**src/rtl/hex_display_scheduler.sv**
```systemverilog
// hex_display_scheduler
//   Six-digit (NUM_DIGITS) seven-segment bank driver. Two requesters write
//   nibbles into per-digit slots through a round-robin arbiter. A free-running
//   divider paces a scan FSM that feeds one slot per step through a single
//   shared hex decoder into registered, active-low segment outputs.
//
//   Optional feature macro: HEX_SCHED_LZB_EN (leading-zero blanking).
//
// Ports
//   clock, resetn            clock, synchronous active-low reset
//   a_valid/a_digit/a_value  requester A write request
//   a_ready                  requester A grant (combinational)
//   b_valid/b_digit/b_value  requester B write request
//   b_ready                  requester B grant (combinational)
//   wr_err                   one-cycle pulse after an accepted out-of-range write
//   scan_digit               slot index currently being scanned
//   hex_out                  segment registers, digit k at [7k+6:7k], active-low
//   dbg_state                scan FSM state (0 idle, 1 load, 2 decode)
//
// Handshake: a write transfers on a rising edge where valid && ready are both
// high; ready depends only on the two valids and the last-grant pointer, never
// on the value or slot index, and at most one ready is high per cycle.
module hex_display_scheduler #(
  parameter int NUM_DIGITS  = 6,
  parameter int REFRESH_DIV = 50000
) (
  input  logic                    clock,
  input  logic                    resetn,
  input  logic                    a_valid,
  input  logic [2:0]              a_digit,
  input  logic [3:0]              a_value,
  output logic                    a_ready,
  input  logic                    b_valid,
  input  logic [2:0]              b_digit,
  input  logic [3:0]              b_value,
  output logic                    b_ready,
  output logic                    wr_err,
  output logic [2:0]              scan_digit,
  output logic [7*NUM_DIGITS-1:0] hex_out,
  output logic [1:0]              dbg_state
);

  localparam int CNT_W = (REFRESH_DIV > 1) ? $clog2(REFRESH_DIV) : 1;

  typedef enum logic [1:0] {
    ST_IDLE   = 2'd0,
    ST_LOAD   = 2'd1,
    ST_DECODE = 2'd2
  } state_e;

  state_e                  state_q, state_d;
  logic [CNT_W-1:0]        cnt_q, cnt_d;
  logic [2:0]              scan_q, scan_d;
  logic [3:0]              dec_in_q, dec_in_d;
  logic [7*NUM_DIGITS-1:0] hex_q, hex_d;
  logic [3:0]              slot_q [NUM_DIGITS];
  logic [3:0]              slot_d [NUM_DIGITS];
  logic                    last_b_q, last_b_d;
  logic                    wr_err_q, wr_err_d;

  logic                    grant_a, grant_b, wr_valid, wr_in_range, tick;
  logic [2:0]              wr_digit;
  logic [3:0]              wr_value, slot_sel;
  logic [6:0]              seg;
  logic [NUM_DIGITS-1:0]   blank;

  function automatic logic [6:0] hex_to_seg(input logic [3:0] v);
    case (v)
      4'h0: hex_to_seg = 7'h40;  4'h1: hex_to_seg = 7'h79;
      4'h2: hex_to_seg = 7'h24;  4'h3: hex_to_seg = 7'h30;
      4'h4: hex_to_seg = 7'h19;  4'h5: hex_to_seg = 7'h12;
      4'h6: hex_to_seg = 7'h02;  4'h7: hex_to_seg = 7'h78;
      4'h8: hex_to_seg = 7'h00;  4'h9: hex_to_seg = 7'h10;
      4'hA: hex_to_seg = 7'h08;  4'hB: hex_to_seg = 7'h03;
      4'hC: hex_to_seg = 7'h46;  4'hD: hex_to_seg = 7'h21;
      4'hE: hex_to_seg = 7'h06;  default: hex_to_seg = 7'h0E;
    endcase
  endfunction

  // Arbiter: on a tie, the requester that did not win last time gets the slot.
  always_comb begin
    grant_a     = a_valid && (!b_valid || last_b_q);
    grant_b     = b_valid && !grant_a;
    wr_valid    = grant_a || grant_b;
    wr_digit    = grant_a ? a_digit : b_digit;
    wr_value    = grant_a ? a_value : b_value;
    wr_in_range = ({1'b0, wr_digit} < 4'(NUM_DIGITS));
    last_b_d    = wr_valid ? grant_b : last_b_q;
    wr_err_d    = wr_valid && !wr_in_range;
    for (int k = 0; k < NUM_DIGITS; k++) begin
      slot_d[k] = slot_q[k];
      if (wr_valid && wr_in_range && (wr_digit == 3'(k))) slot_d[k] = wr_value;
    end
  end

  // Leading-zero blanking flags: digit k blanks when it and every higher slot are 0.
`ifdef HEX_SCHED_LZB_EN
  always_comb begin
    logic zero_above;
    zero_above = 1'b1;
    blank      = '0;
    for (int k = NUM_DIGITS - 1; k >= 0; k--) begin
      zero_above = zero_above && (slot_q[k] == 4'h0);
      blank[k]   = zero_above && (k > 0);
    end
  end
`else
  assign blank = '0;
`endif

  // Divider and scan FSM next-state.
  always_comb begin
    tick     = (cnt_q == CNT_W'(REFRESH_DIV - 1));
    cnt_d    = tick ? '0 : cnt_q + CNT_W'(1);
    state_d  = state_q;
    scan_d   = scan_q;
    dec_in_d = dec_in_q;
    hex_d    = hex_q;
    slot_sel = 4'h0;
    seg      = hex_to_seg(dec_in_q);
    for (int k = 0; k < NUM_DIGITS; k++) begin
      if (scan_q == 3'(k)) begin
        slot_sel = slot_q[k];
        if (blank[k]) seg = 7'h7F;
      end
    end
    case (state_q)
      ST_IDLE: if (tick) state_d = ST_LOAD;
      ST_LOAD: begin
        // Samples the slot before this edge's write lands, so a same-cycle
        // write to this slot shows up on the following pass.
        dec_in_d = slot_sel;
        state_d  = ST_DECODE;
      end
      ST_DECODE: begin
        for (int k = 0; k < NUM_DIGITS; k++) begin
          if (scan_q == 3'(k)) hex_d[7*k +: 7] = seg;
        end
        scan_d  = (scan_q == 3'(NUM_DIGITS - 1)) ? 3'd0 : scan_q + 3'd1;
        state_d = ST_IDLE;
      end
      default: state_d = ST_IDLE;
    endcase
  end

  always_ff @(posedge clock) begin
    if (!resetn) begin
      state_q  <= ST_IDLE;
      cnt_q    <= '0;
      scan_q   <= 3'd0;
      dec_in_q <= 4'h0;
      hex_q    <= '1;
      last_b_q <= 1'b1;
      wr_err_q <= 1'b0;
      for (int k = 0; k < NUM_DIGITS; k++) slot_q[k] <= 4'h0;
    end else begin
      state_q  <= state_d;
      cnt_q    <= cnt_d;
      scan_q   <= scan_d;
      dec_in_q <= dec_in_d;
      hex_q    <= hex_d;
      last_b_q <= last_b_d;
      wr_err_q <= wr_err_d;
      for (int k = 0; k < NUM_DIGITS; k++) slot_q[k] <= slot_d[k];
    end
  end

  assign a_ready    = grant_a;
  assign b_ready    = grant_b;
  assign wr_err     = wr_err_q;
  assign scan_digit = scan_q;
  assign hex_out    = hex_q;
  assign dbg_state  = state_q;

endmodule

```
**config.mk**
```make
export PLATFORM = sky130hd
export DESIGN_NAME = hex_display_scheduler
export DESIGN_NICKNAME = d
export VERILOG_FILES = /design/src/rtl/hex_display_scheduler.sv
export SDC_FILE = /design/constraint.sdc
export NUM_CORES = 1
export LEC_CHECK = 0
export ABC_AREA = 1
export CORE_MARGIN = 2
export CORE_UTILIZATION = 55
export CTS_BUF_LIST = sky130_fd_sc_hd__clkbuf_4
export DETAILED_ROUTE_END_ITERATION = 7
export GPL_ROUTABILITY_DRIVEN = 1
export GPL_TIMING_DRIVEN = 0
export PLACE_DENSITY = 0.83
export SYNTH_ARGS = -nofsm -noshare
export SYNTH_HDL_FRONTEND = slang
export SYNTH_SLANG_ARGS = --single-unit
```
**constraint.sdc**
```tcl
create_clock -name clock -period 2.95 [get_ports clock]
set_clock_uncertainty 0.05 [all_clocks]
set_input_delay 0.4425 -clock clock [delete_from_list [all_inputs] [get_ports clock]]
set_output_delay 0.4425 -clock clock [all_outputs]
set_load 0.05 [all_outputs]
```
# Word-level counts from Yosys, hierarchy flattened
# Memory sizes are Yosys's and may differ from the RTL's. A register that Yosys moved wholly into a read port is not among the register bits.
# Cells that the tools add are included.
dict set report totals {
  ff_bits 69
  ram_bits 24
  mem_bits_ro 112
  elab_cells 90
  mem_count 2
}
# memory words word_bits read_ports rd_ports_with_merged_regs wr line_no
set mem_list {}
lappend mem_list {{(no name shown)} 16 7 1 1 0 68} ;# case (v)
lappend mem_list {slot_q 6 4 6 0 6 56} ;# logic [3:0] slot_q [NUM_DIGITS];
dict set report classes {
  add_sub_neg 2
  order_cmp 1
  n_eq_ne 14
  n_mux 27
  bitwise 7
  reduce_logical 25
}
# op count
set op_table {}
lappend op_table {{$mux 4} 21}
lappend op_table {{$add 16x1->16 const B} 1}
lappend op_table {{$eq 16x16->1 const B} 1}
lappend op_table {{$eq 3x2->1 const B} 4}
lappend op_table {{$eq 3x3->1 const B} 4}
lappend op_table {{$reduce_and 2->1} 6}
lappend op_table {{$logic_and 1x1->1} 10}
lappend op_table {{$eq 3x1->1 const B} 2}
lappend op_table {{$logic_not 3->1} 2}
lappend op_table {{$mux 3} 2}
lappend op_table {{$or 1x1->1} 6}
lappend op_table {{$pmux 2 s2} 1}
lappend op_table {{$add 3x1->3 const B} 1}
lappend op_table {{$logic_not 1->1} 3}
lappend op_table {{$lt 3x3->1 const B} 1}
lappend op_table {{$eq 2x1->1 const B} 1}
lappend op_table {{$eq 2x2->1 const B} 1}
lappend op_table {{$logic_not 2->1} 1}
lappend op_table {{$logic_or 1x1->1} 2}
lappend op_table {{$mux 1} 2}
lappend op_table {{$mux 2} 1}
lappend op_table {{$ne 2x2->1 const B} 1}
lappend op_table {{$reduce_or 2->1} 1}
lappend op_table {{$not 1->1} 1}

# Logic depth before layout (Yosys ltp)
dict set report logic_depth {
  word_depth 10
  mapped_depth 19
  ltp_nobuf 18
}

# Worst setup path before layout
# OpenSTA, ideal clock, no wires.
dict set report synth_timing {
  path_type {register to register}
  start {register scan_q[2], in the netlist scan_digit[2]}
  end {register, netlist name seg[3]}
  setup_ps 112
  arrival_ps 2464
  required_time_ps 2788
  setup_slack_ps 323
  path_stages_with_launch 16
  n_path_buf 1
  period_less_slack_ps 2627
  cell_sequence {dfxtp_1 inv_2 ha_1 buf_2 a21oi_1 nand2_1 nand2_1 nand2_1 nand2_1 inv_1 nor2_1 inv_1 ha_1 nand3b_1 nand3_1 nand2_1}
}
dict set report synth_via {
  elab_chain_cells 9
  word_cells_on_any_way 14
}
# item line_no
set synth_rtl {}
lappend synth_rtl {{from (decl)} 53} ;# logic [2:0] scan_q, scan_d;
lappend synth_rtl {{from (signal assigned)} 159} ;# scan_q <= scan_d;
lappend synth_rtl {{$logic_not 3->1} 122} ;# if (scan_q == 3'(k)) begin
lappend synth_rtl {{$mux 4 (5 in series)} 122}
lappend synth_rtl {{$mux 4 (*)} 122}
lappend synth_rtl {{$mux 4 (no source line) (*) (2 in series)} -}
# Every way passes the cells marked *; elsewhere a longest branch is shown, timed or not.
# A chain may end at the register's enable or synchronous reset.

# Worst setup path after layout
dict set report layout_timing {
  start {input b_valid}
  end {output b_ready}
}
dict set report layout_via {
  elab_chain_cells 5
}
# item line_no
set layout_rtl {}
lappend layout_rtl {{from (decl)} 33} ;# input logic b_valid,
lappend layout_rtl {{$logic_not 1->1} 82} ;# grant_a = a_valid && (!b_valid || last_b_q);
lappend layout_rtl {{$logic_or 1x1->1} 82}
lappend layout_rtl {{$logic_and 1x1->1} 82}
lappend layout_rtl {{$logic_not 1->1} 83} ;# grant_b = b_valid && !grant_a;
lappend layout_rtl {{$logic_and 1x1->1 (*)} 83}
lappend layout_rtl {{to (decl)} 36} ;# output logic b_ready,
# Marked as above.

==> summary.md <==
| Metric | Value |
|---|---|
| Outcome | `finished clean` |
| I/O Pins | `68` |
| CTS tree | `built` |
| Unrepaired setup endpoints after global routing | `no` |
| Mapped Cells | `584` |
| Initial Utilization | `between 50 and 60%` |
| Gr usage total | `about 24%` |
| Worst min-delay path class | `reg2reg` |
| DR DRC count | `0` |
| Largest stage delay, worst path | `between 0.8 and 0.9 ns` |
| Vias in the first global route | `approximately 3.7k` |
| Nets | `688` |
| Wire per inst | `12.8 um` |
| Global route total overflow | `0` |
| Final antenna-violating net count | `0` |
| Placer Congestion | `between 0.8 and 0.9` |
| CP Cell Sequence | `clkdlybuf4s50_1 -> nand2_1 -> nand2_4 -> inv_2 -> buf_6 -> nor2_1 -> clkdlybuf4s50_1` |
| R2R depth | `17` |
| Core ar. | `0.00761 sq mm` |
| Clock Tree Root | `clkbuf_4` |
| Crit Path Max Fanout | `10` |
| Cell mode on critical path | `clkdlybuf4s50_1` |
| WP data required | `2.46 ns` |
| Final setup vio count | `0` |
| Initial antenna violation count | `0` |
| Die width | `91.9 um` |
| CTS H-tree depth | `3` |
| TritonCTS Buffers | `9` |
| Slew headroom | `61.8%` |
| Die area | `0.00845 sq mm` |
| Wirelength, routed | `9850 um` |
| Via density | `5.22` |
| Multi-input logic area | `approximately 0.002 sq mm` |
| Iter 0 DRT Violations | `183` |
| Placed instance count | `between 700 and 800` |
| Pin count of the biggest net entering global routing | `21` |
| Row count | `32` |
| Max-slew violation count | `0` |
| Post-route insts no fill | `769` |
| Synthesis-to-layout area growth | `22.2%` |
| Register area | `0.00200 sq mm` |
| Power per cell area | `438 mW/mm^2` |
| Setup TNS | `0 ns` |
| First-pass GRT wire length | `16500 um` |
| Synth Register Bits | `100` |
| Fill count | `652` |
| Post-CTS Setup Bufs | `0` |
| WS Path Type | `in2out` |
| Via count | `4015` |
| Max Cap Violations | `0` |
| Worst path slowest cell | `clkdlybuf4s50_1` |
| Worst Setup End Kind | `output port` |
| Avg Inst Size Synth | `around 7.3 sq um` |
| IO buf count | `67` |
| Commonest cells after routing, fill and taps aside | `182 x nand2_1, 100 x dfxtp_1, 70 x nand3_1, 67 x clkdlybuf4s50_1, 55 x inv_1` |
| Design Power | `2.27 mW` |
| Tcrit/Tclk final | `95.4%` |
| Hold depth | `2` |
| Startpoint types | `input port` |
| Critical Path AT | `2.32 ns` |
| Post_cts resized | `0` |
| Clock Latency Late Sink | `0.47 ns` |
| Synth cell types | `38` |
| Post-route minimum period | `2.81 ns` |
| Detailed Routing Iterations Pass 1 | `4` |
| Reg clk slew, reported paths | `0.17 ns` |
| Die height | `91.9 um` |
| Maximum vdd drop | `between 0.3 and 0.4 mV` |
| Worst-margin pin slew | `0.573 ns` |
| Cts-stage hold buffer count | `0` |
| Leakage | `around 2.3 nW` |
| Fmax | `355 MHz` |
| Sink Count | `100` |
| YS warnings | `0` |
| Number of diodes | `0` |
| DP HPWL | `7350 um` |
| Final hold viol count | `0` |
| Commonest non-fill, non-tap cell in the layout | `nand2_1` |
| Syn Nets | `slightly above 600` |
| Seq/Total Area, Yosys | `between 40% and 50%` |
| Proportion of layout cells with a drive suffix above 1 | `5.85%` |
| Synthesized cell area | `0.00425 sq mm` |
| Clock Path Buffers | `2` |
[metal layers]
metal	vias to the layer above	share of wire, %	routed length, um	GRT usage [%]
met2	98	48	4770	40.8
li1	2051	-	-	-
met1	1854	46	4510	31.3
met3	12	4.3	419	3.70
met4	0	1.5	145	8.21
met5	-	0	0	0
[Yosys cell counts (all sizes together)]
cell       n  area (sq um)
nand2    188           741
dfxtp    100          2000
nand3     71           360
inv       60           225
a21oi     47           239
nor2      39           154
o21ai     22           114
clkbuf    10          37.5
nor3      10          72.6
ha         8           100
nand4      6          37.5
nor4       3          18.8
or2        3          18.8
a31oi      2          12.5
buf        2          16.3
nand3b     2          15.0
a2111oi    1          8.76
a21o       1          7.51
a31o       1          8.76
and3       1          6.26
clkinv     1          3.75
nor3b      1          7.51
o211ai     1          7.51
o21a       1          15.0
o21bai     1          7.51
o22ai      1          6.26
xor2       1          8.76
[cell families (layout without fill, tap and decap cells)]
| logic type | after synthesis | in the layout | share of synthesized area, % |
|---|---|---|---|
| simple gates | 324 | 324 | 33.7 |
| compound gates | 78 | 78 | 10.0 |
| fa+ha+maj | 8 | 8 | 2.35 |
| buf+inv | 73 | 156 | 6.65 |
| flops | 100 | 100 | 47.1 |
| xor+xnor | 1 | 1 | 0.206 |
[path summary, 6_finish.rpt]
path | start | to | slack, ns
worst max register to register | scan_digit[1]$_SDFFE_PN0N_ | seg[3]$_DFF_P_ | 0.30
worst min-delay path | slot_q[2][0]$_SDFFE_PN0P_ | slot_q[2][0]$_SDFFE_PN0P_ | 0.41
worst max-delay path | b_valid | b_ready | 0.14
worst min register to register | slot_q[2][0]$_SDFFE_PN0P_ | slot_q[2][0]$_SDFFE_PN0P_ | 0.41
[report_power, final]
group / leakage, nW / switching, mW / internal, mW
combinational: 1.44 / 0.108 / 0.0609
sequential: 0.810 / 0.00907 / 1.38
clock: 0.0788 / 0.517 / 0.203
[layout make-up]
cell class	count	area share [%]
clock buffer	9	1.30
inverter	61	4.41
buffer	12	1.04
clock inverter	7	1.47
timing repair buffer	67	12.9
tap	102	2.46
multi-input combinational	411	37.9
sequential	100	38.5
[state kept, by name, summed over array words and instances, names as in the netlist]
signal	cells
hex_out	42
seg	7
cnt_q	16
dbg_state	2
last_b_q	1
slot_q	24
scan_digit	3
dec_in_q	4
wr_err	1
[critical path: cells and delay by family]
| family | cells | cell delay, ns |
|---|---|---|
| AND/OR/NAND/NOR | 3 | 0.34 |
| buffers and inverters | 4 | 1.54 |
[stage by stage]
stage	util [%]	hold WS [ns]	instance area, sq um	setup WS, ns
after floorplan	-	0.374	4250	0.323
after global placement	66.4	0.385	5050	0.174
after detailed placement	66.4	0.393	5050	0.156
after CTS	68.3	0.415	5190	0.151
after global routing	68.3	0.429	5190	0.0175
final	68.3	0.413	5190	0.135
Power figures use the tool's default switching activity.
